<file path="src/rtl/line_pid_ctrl.sv">
// Line-following PID controller: thresholds a sensor frame into a weighted
// position error, runs a clamped-integrator PID step and drives two PWM pins.
module line_pid_ctrl #(
  parameter int N_SENS   = 4,
  parameter int ADC_W    = 12,
  parameter int PWM_W    = 8,
  parameter int GAIN_W   = 8,
  parameter int SHIFT    = 2,
  parameter int INT_LIM  = 1000,
  parameter int LOST_ERR = 6
) (
  input  logic                      clk,
  input  logic                      rst_n,
  input  logic                      sample_valid,
  output logic                      sample_ready,
  input  logic [N_SENS*ADC_W-1:0]   sensor_data,
  input  logic [ADC_W-1:0]          threshold,
  input  logic [GAIN_W-1:0]         kp,
  input  logic [GAIN_W-1:0]         ki,
  input  logic [GAIN_W-1:0]         kd,
  input  logic [PWM_W-1:0]          base_speed,
  output logic [N_SENS-1:0]         sens_bits,
  output logic                      line_lost,
  output logic [PWM_W-1:0]          duty_l,
  output logic [PWM_W-1:0]          duty_r,
  output logic                      duty_valid,
  output logic                      pwm_l,
  output logic                      pwm_r
);

  localparam int E_W   = 8;
  localparam int I_W   = 16;
  localparam int D_W   = E_W + 1;
  localparam int SUM_W = GAIN_W + 1 + I_W + 2;

  localparam logic signed [I_W:0]   LIM_P    = (I_W+1)'(INT_LIM);
  localparam logic signed [I_W:0]   LIM_N    = -LIM_P;
  localparam logic signed [E_W-1:0] LOST_P   = E_W'(LOST_ERR);
  localparam logic signed [SUM_W:0] DUTY_MAX = (SUM_W+1)'(2**PWM_W - 1);

  typedef enum logic [1:0] {IDLE, ERR, PID, OUT} state_t;
  state_t state;

  function automatic logic signed [I_W-1:0] sat_int(input logic signed [I_W:0] v);
    if (v > LIM_P)      sat_int = LIM_P[I_W-1:0];
    else if (v < LIM_N) sat_int = LIM_N[I_W-1:0];
    else                sat_int = v[I_W-1:0];
  endfunction

  function automatic logic [PWM_W-1:0] sat_duty(input logic signed [SUM_W:0] v);
    if (v < 0)             sat_duty = '0;
    else if (v > DUTY_MAX) sat_duty = '1;
    else                   sat_duty = v[PWM_W-1:0];
  endfunction

  // ---- p0: frame capture on accept ----
  logic [N_SENS*ADC_W-1:0] frame_p0;
  logic [ADC_W-1:0]        thr_p0;

  always_ff @(posedge clk) begin
    if (sample_valid && sample_ready) begin
      frame_p0 <= sensor_data;
      thr_p0   <= threshold;
    end
  end

  // ---- p1: threshold and weighted error ----
  logic [N_SENS-1:0]       bits_c;
  logic                    lost_c;
  logic signed [E_W-1:0]   err_c;
  logic signed [E_W-1:0]   err_p1;
  logic signed [E_W-1:0]   prev_err;
  int                      acc;

  always_comb begin
    bits_c = '0;
    acc    = 0;
    for (int i = 0; i < N_SENS; i++) begin
      bits_c[i] = frame_p0[i*ADC_W +: ADC_W] > thr_p0;
      if (bits_c[i]) acc += 2*i - (N_SENS-1);
    end
    lost_c = (bits_c == '0);
    // Lost line keeps steering toward the side the line was last seen on
    if (lost_c) err_c = prev_err[E_W-1] ? -LOST_P : LOST_P;
    else        err_c = E_W'(acc);
  end

  // ---- p2: integrator, derivative, weighted sum ----
  logic signed [I_W-1:0]   integ;
  logic signed [I_W:0]     int_sum;
  logic signed [I_W-1:0]   int_new;
  logic signed [D_W-1:0]   d_c;
  logic signed [SUM_W-1:0] kp_w, ki_w, kd_w, e_w, i_w, d_w, sum_c, delta_c;
  logic signed [SUM_W-1:0] delta_p2;
  logic [PWM_W-1:0]        base_p2;
  logic signed [SUM_W:0]   dsum_l, dsum_r;

  always_comb begin
    int_sum = {integ[I_W-1], integ} + {{(I_W+1-E_W){err_p1[E_W-1]}}, err_p1};
    int_new = (err_p1 == '0 && !line_lost) ? '0 : sat_int(int_sum);
    d_c     = {err_p1[E_W-1], err_p1} - {prev_err[E_W-1], prev_err};
    kp_w    = {{(SUM_W-GAIN_W){1'b0}}, kp};
    ki_w    = {{(SUM_W-GAIN_W){1'b0}}, ki};
    kd_w    = {{(SUM_W-GAIN_W){1'b0}}, kd};
    e_w     = {{(SUM_W-E_W){err_p1[E_W-1]}}, err_p1};
    i_w     = {{(SUM_W-I_W){int_new[I_W-1]}}, int_new};
    d_w     = {{(SUM_W-D_W){d_c[D_W-1]}}, d_c};
    sum_c   = kp_w*e_w + ki_w*i_w + kd_w*d_w;
    delta_c = sum_c >>> SHIFT;
    dsum_l  = {{(SUM_W+1-PWM_W){1'b0}}, base_p2} + {delta_p2[SUM_W-1], delta_p2};
    dsum_r  = {{(SUM_W+1-PWM_W){1'b0}}, base_p2} - {delta_p2[SUM_W-1], delta_p2};
  end

  // ---- control FSM and stage registers ----
  always_ff @(posedge clk or negedge rst_n) begin
    if (!rst_n) begin
      state        <= IDLE;
      sample_ready <= 1'b1;
      duty_valid   <= 1'b0;
      sens_bits    <= '0;
      line_lost    <= 1'b0;
      err_p1       <= '0;
      prev_err     <= '0;
      integ        <= '0;
      delta_p2     <= '0;
      base_p2      <= '0;
      duty_l       <= '0;
      duty_r       <= '0;
    end else begin
      duty_valid <= 1'b0;
      unique case (state)
        IDLE: if (sample_valid) begin
          sample_ready <= 1'b0;
          state        <= ERR;
        end
        ERR: begin
          sens_bits <= bits_c;
          line_lost <= lost_c;
          err_p1    <= err_c;
          state     <= PID;
        end
        PID: begin
          integ    <= int_new;
          prev_err <= err_p1;
          delta_p2 <= delta_c;
          base_p2  <= base_speed;
          state    <= OUT;
        end
        OUT: begin
          duty_l       <= sat_duty(dsum_l);
          duty_r       <= sat_duty(dsum_r);
          duty_valid   <= 1'b1;
          sample_ready <= 1'b1;
          state        <= IDLE;
        end
      endcase
    end
  end

  // ---- PWM: shared counter, duties shadow-loaded on wrap ----
  logic [PWM_W-1:0] cnt, act_l, act_r;

  always_ff @(posedge clk or negedge rst_n) begin
    if (!rst_n) begin
      cnt   <= '0;
      act_l <= '0;
      act_r <= '0;
    end else begin
      cnt <= cnt + PWM_W'(1);
      if (cnt == '1) begin
        act_l <= duty_l;
        act_r <= duty_r;
      end
    end
  end

  assign pwm_l = (cnt < act_l);
  assign pwm_r = (cnt < act_r);

endmodule

</file>
<file path="config.mk">
export PLATFORM = sky130hd
export DESIGN_NAME = line_pid_ctrl
export DESIGN_NICKNAME = d
export VERILOG_FILES = /design/src/rtl/line_pid_ctrl.sv
export SDC_FILE = /design/constraint.sdc
export NUM_CORES = 1
export LEC_CHECK = 0
export CORE_MARGIN = 4
export CORE_UTILIZATION = 25
export CTS_CLUSTER_DIAMETER = 30
export DETAILED_ROUTE_END_ITERATION = 8
export PLACE_DENSITY = 0.39
export SLEW_MARGIN = 25
export SYNTH_ARGS = -nofsm -noshare
export SYNTH_HDL_FRONTEND = slang
export SYNTH_SLANG_ARGS = --single-unit
</file>
<file path="constraint.sdc">
create_clock -name clk -period 11.72 [get_ports clk]
set_input_delay 2.344 -clock clk [delete_from_list [all_inputs] [get_ports clk]]
set_output_delay 2.344 -clock clk [all_outputs]
set_load 0.01 [all_outputs]
</file>
==> reports/results.tsv <==
metric	value	unit
status	completed	
setup slack after placement	1.017	ns
Register Area	0.004656	mm²
Post-Route Setup TNS	0	ns
H-tree Lvls	4	
Synth Register Bits	174	
Crit path depth	33	
worst-path maximum fanout	12	
nets in the synthesized netlist	2786	
die area	0.08876	mm²
Worst setup endpoint	delta_p2[23]$_DFFE_PN0P_	
drt first pass iters	5	
design area	0.02403	mm²
Max-Slew Margin vs Limit	29.24	%
Post-synth EDFFs	60	
final antenna-violating net count	0	
Area growth, synth to finish	14.37	%
Cell Area, Synth	0.02101	mm²
syn avg cell area	9.631	µm²
GR Overflow Total	0	
Sink Count	174	
min-delay src	sens_bits[0]$_DFFE_PN0N_	
cts bufs inserted	17	
Worst Path Required	12.08	ns
most frequent cells in the layout	inv_1 (441), fa_1 (263), ha_1 (245)	
Die Span Y	297.9	µm
Reg clk slew, reported paths	0.07	ns
Initial Util	25.19	%
Setup-failing EPs final	0	
Clk Latency, worst-skew pair	0.48	ns
fillcell total	8742	
Via Count	15098	
CP Capture Type	flip-flop	
DRT iter0 DRCs	620	
layout net count	2885	
Slew Limit Fails	0	
RSZ-0062 raised after global routing	no	
Top FF cell, synth	dfrtp_1	
GRT Util Overall	13.34	%
Reg-to-Reg Start	err_p1[0]$_DFFE_PN0N_	
Hold Worst Slack	0.4989	ns
initial antenna violation count	1	
ys async rst share	65.52	%
fmax	0.09331	GHz
critical path launch point type	flip-flop	
routed len/inst	16.99	µm
Seq/Total Area, Yosys	22.16	%
Root Driver	clkbuf_16	
Crit. Startpoint	err_p1[0]$_DFFE_PN0N_	
Crit-path slowest cell	xnor2_1	
ant diodes	0	
Final Skew	0.02010	ns
CP most frequent cell	fa_1	
Mapped Cells	2182	
Slew @ Worst Pin	1.032	ns
I/O Buffers	119	
post-DP HPWL	48260	µm
CTS tree	yes	
reg-to-reg endpoint	delta_p2[23]$_DFFE_PN0P_	
FF-to-FF path depth	33	
combined area of the multi-input logic cells	0.01447	mm²
layout cells sized above 1	4.969	%
Worst R2R Setup Slack	1.00	ns
crit path DAT	11.07	ns
area of the core	0.08342	mm²
maximum clock path buffer count	2	
Hold-fix buffers, CTS	0	
Tcrit/Tclk final	91.44	%
vias per cell	4.475	
delay-heaviest family, CP	adder cells	
Synth cell types	86	
row count	106	
max-cap violations	0	
leading area contributor after synthesis	fa_1	
post-route setup slack	1.003	ns
WL final	57330	µm
Area after DPL	0.02346	mm²
Final Hold Fails	0	
critical path's largest stage delay	0.73	ns
commonest non-fill, non-tap cell in the layout	inv_1	
area share of the largest cell type after synthesis	25.06	%
DRC	0	
CP Class	flip-flop to flip-flop	
vias in the first global route	16529	
Setup Fix Bufs, Post-CTS	0	
WP buf/inv	6	
Hold Path Class	flip-flop to flip-flop	
GP Congestion	0.8487	
synth warn	0	
I/O pins	120	
Die W	297.9	µm
pin count of the biggest net entering global routing	82	
first-pass GRT wire length	92780	µm
Area contributors post-synth	fa_1 (25%), ha_1 (15%), dfrtp_1 (13%), edfxtp_1 (8.6%), inv_1 (7.9%)	
Final min period	10.72	ns
cts repair resizes	0	
## cell usage after synthesis (5+ instances only)
cell type	instances
inv_1	441
fa_1	263
ha_1	246
nand2_1	203
dfrtp_1	113
o21ai_0	96
a21oi_1	72
and2_1	64
edfxtp_1	60
nor2_1	54
clkbuf_1	49
nand2b_1	42
xnor2_1	42
a21o_1	41
nor3_1	41
nor2b_1	32
mux2_2	28
o21a_1	21
nand3_1	20
nand4_1	20
and3_1	18
a31oi_1	15
nor4_1	12
a211oi_1	11
a21boi_0	10
xor2_1	10
o22ai_1	9
mux2i_1	7
o21bai_1	7
a31o_2	6
and2_0	6
and4_1	6
o211ai_1	6
o21ai_1	6
o31ai_1	6
a2111oi_0	5
nor4b_1	5
or3_1	5
## routing by layer
metal  vias up  wire [µm]  GRT usage (%)
met5         -          0              0
met4         0       1349          3.640
met3        58       2096          2.390
met2       264      28200          23.66
met1      7437      25680          16.66
li1       7339          -              -
## worst register-to-register path: cells and delay by family, from the launching register on
| kind | cells | cell delay [ns] |
|---|---|---|
| AO/OA/AOI/OAI | 10 | 3.25 |
| XOR/XNOR | 2 | 0.84 |
| adder cells (fa/ha/maj) | 10 | 4.67 |
| buffers and inverters | 6 | 0.34 |
| flip-flops | 1 | 0.69 |
| multiplexers | 1 | 0.26 |
| AND/OR/NAND/NOR | 4 | 0.58 |
## cells by family after synthesis
kind of cell	Yosys count	share of synthesized area (%)
adders and majority gates	509	39.70
muxes	36	1.905
DFF	174	22.16
and+or+nand+nor	554	13.78
xor gates and xnor gates	53	2.245
AOI/OAI and AO/OA	357	11.22
buffers and inverters	499	8.997
## how the worst min path moves through the flow
stage	to	slack, ns	cells past startpoint
floorplan	integ[0]$_DFFE_PN0P_	0.46	1
global placement	sens_bits[0]$_DFFE_PN0N_	0.47	2
detailed placement	sens_bits[0]$_DFFE_PN0N_	0.48	2
CTS	sens_bits[0]$_DFFE_PN0N_	0.50	2
global route	integ[2]$_DFFE_PN0P_	0.52	1
finish	sens_bits[0]$_DFFE_PN0N_	0.50	2
## layout make-up
cell class,instances,share of cell area (%)
Multi-Input combinational cell,1509,60.22
Sequential cell,174,19.37
Inverter,442,6.903
Tap cell,1080,5.622
Timing Repair Buffer,137,5.508
Clock buffer,18,1.786
Clock inverter,14,0.5935
## flip-flops by register name (all words and copies together) (netlist names)
| register | count |
|---|---|
| act_l | 8 |
| sample_ready | 1 |
| duty_valid | 1 |
| frame_p0 | 48 |
| base_p2 | 8 |
| act_r | 8 |
| duty_l | 8 |
| line_lost | 1 |
| sens_bits | 4 |
| thr_p0 | 12 |
| state | 2 |
| delta_p2 | 25 |
| cnt | 8 |
| integ | 16 |
| prev_err | 8 |
| duty_r | 8 |
| err_p1 | 8 |
## metrics by stage
step                utilization [%]  instances
CTS                           28.81       3374
global route                  28.81       3374
finish                        28.81       3374
detailed placement            28.12       3342
global placement              28.12       3342
floorplan                         -       2182
Power is left out: the tool's default activity adds up to more than one toggle a clock period on the data nets, which glitch-free logic cannot reach.
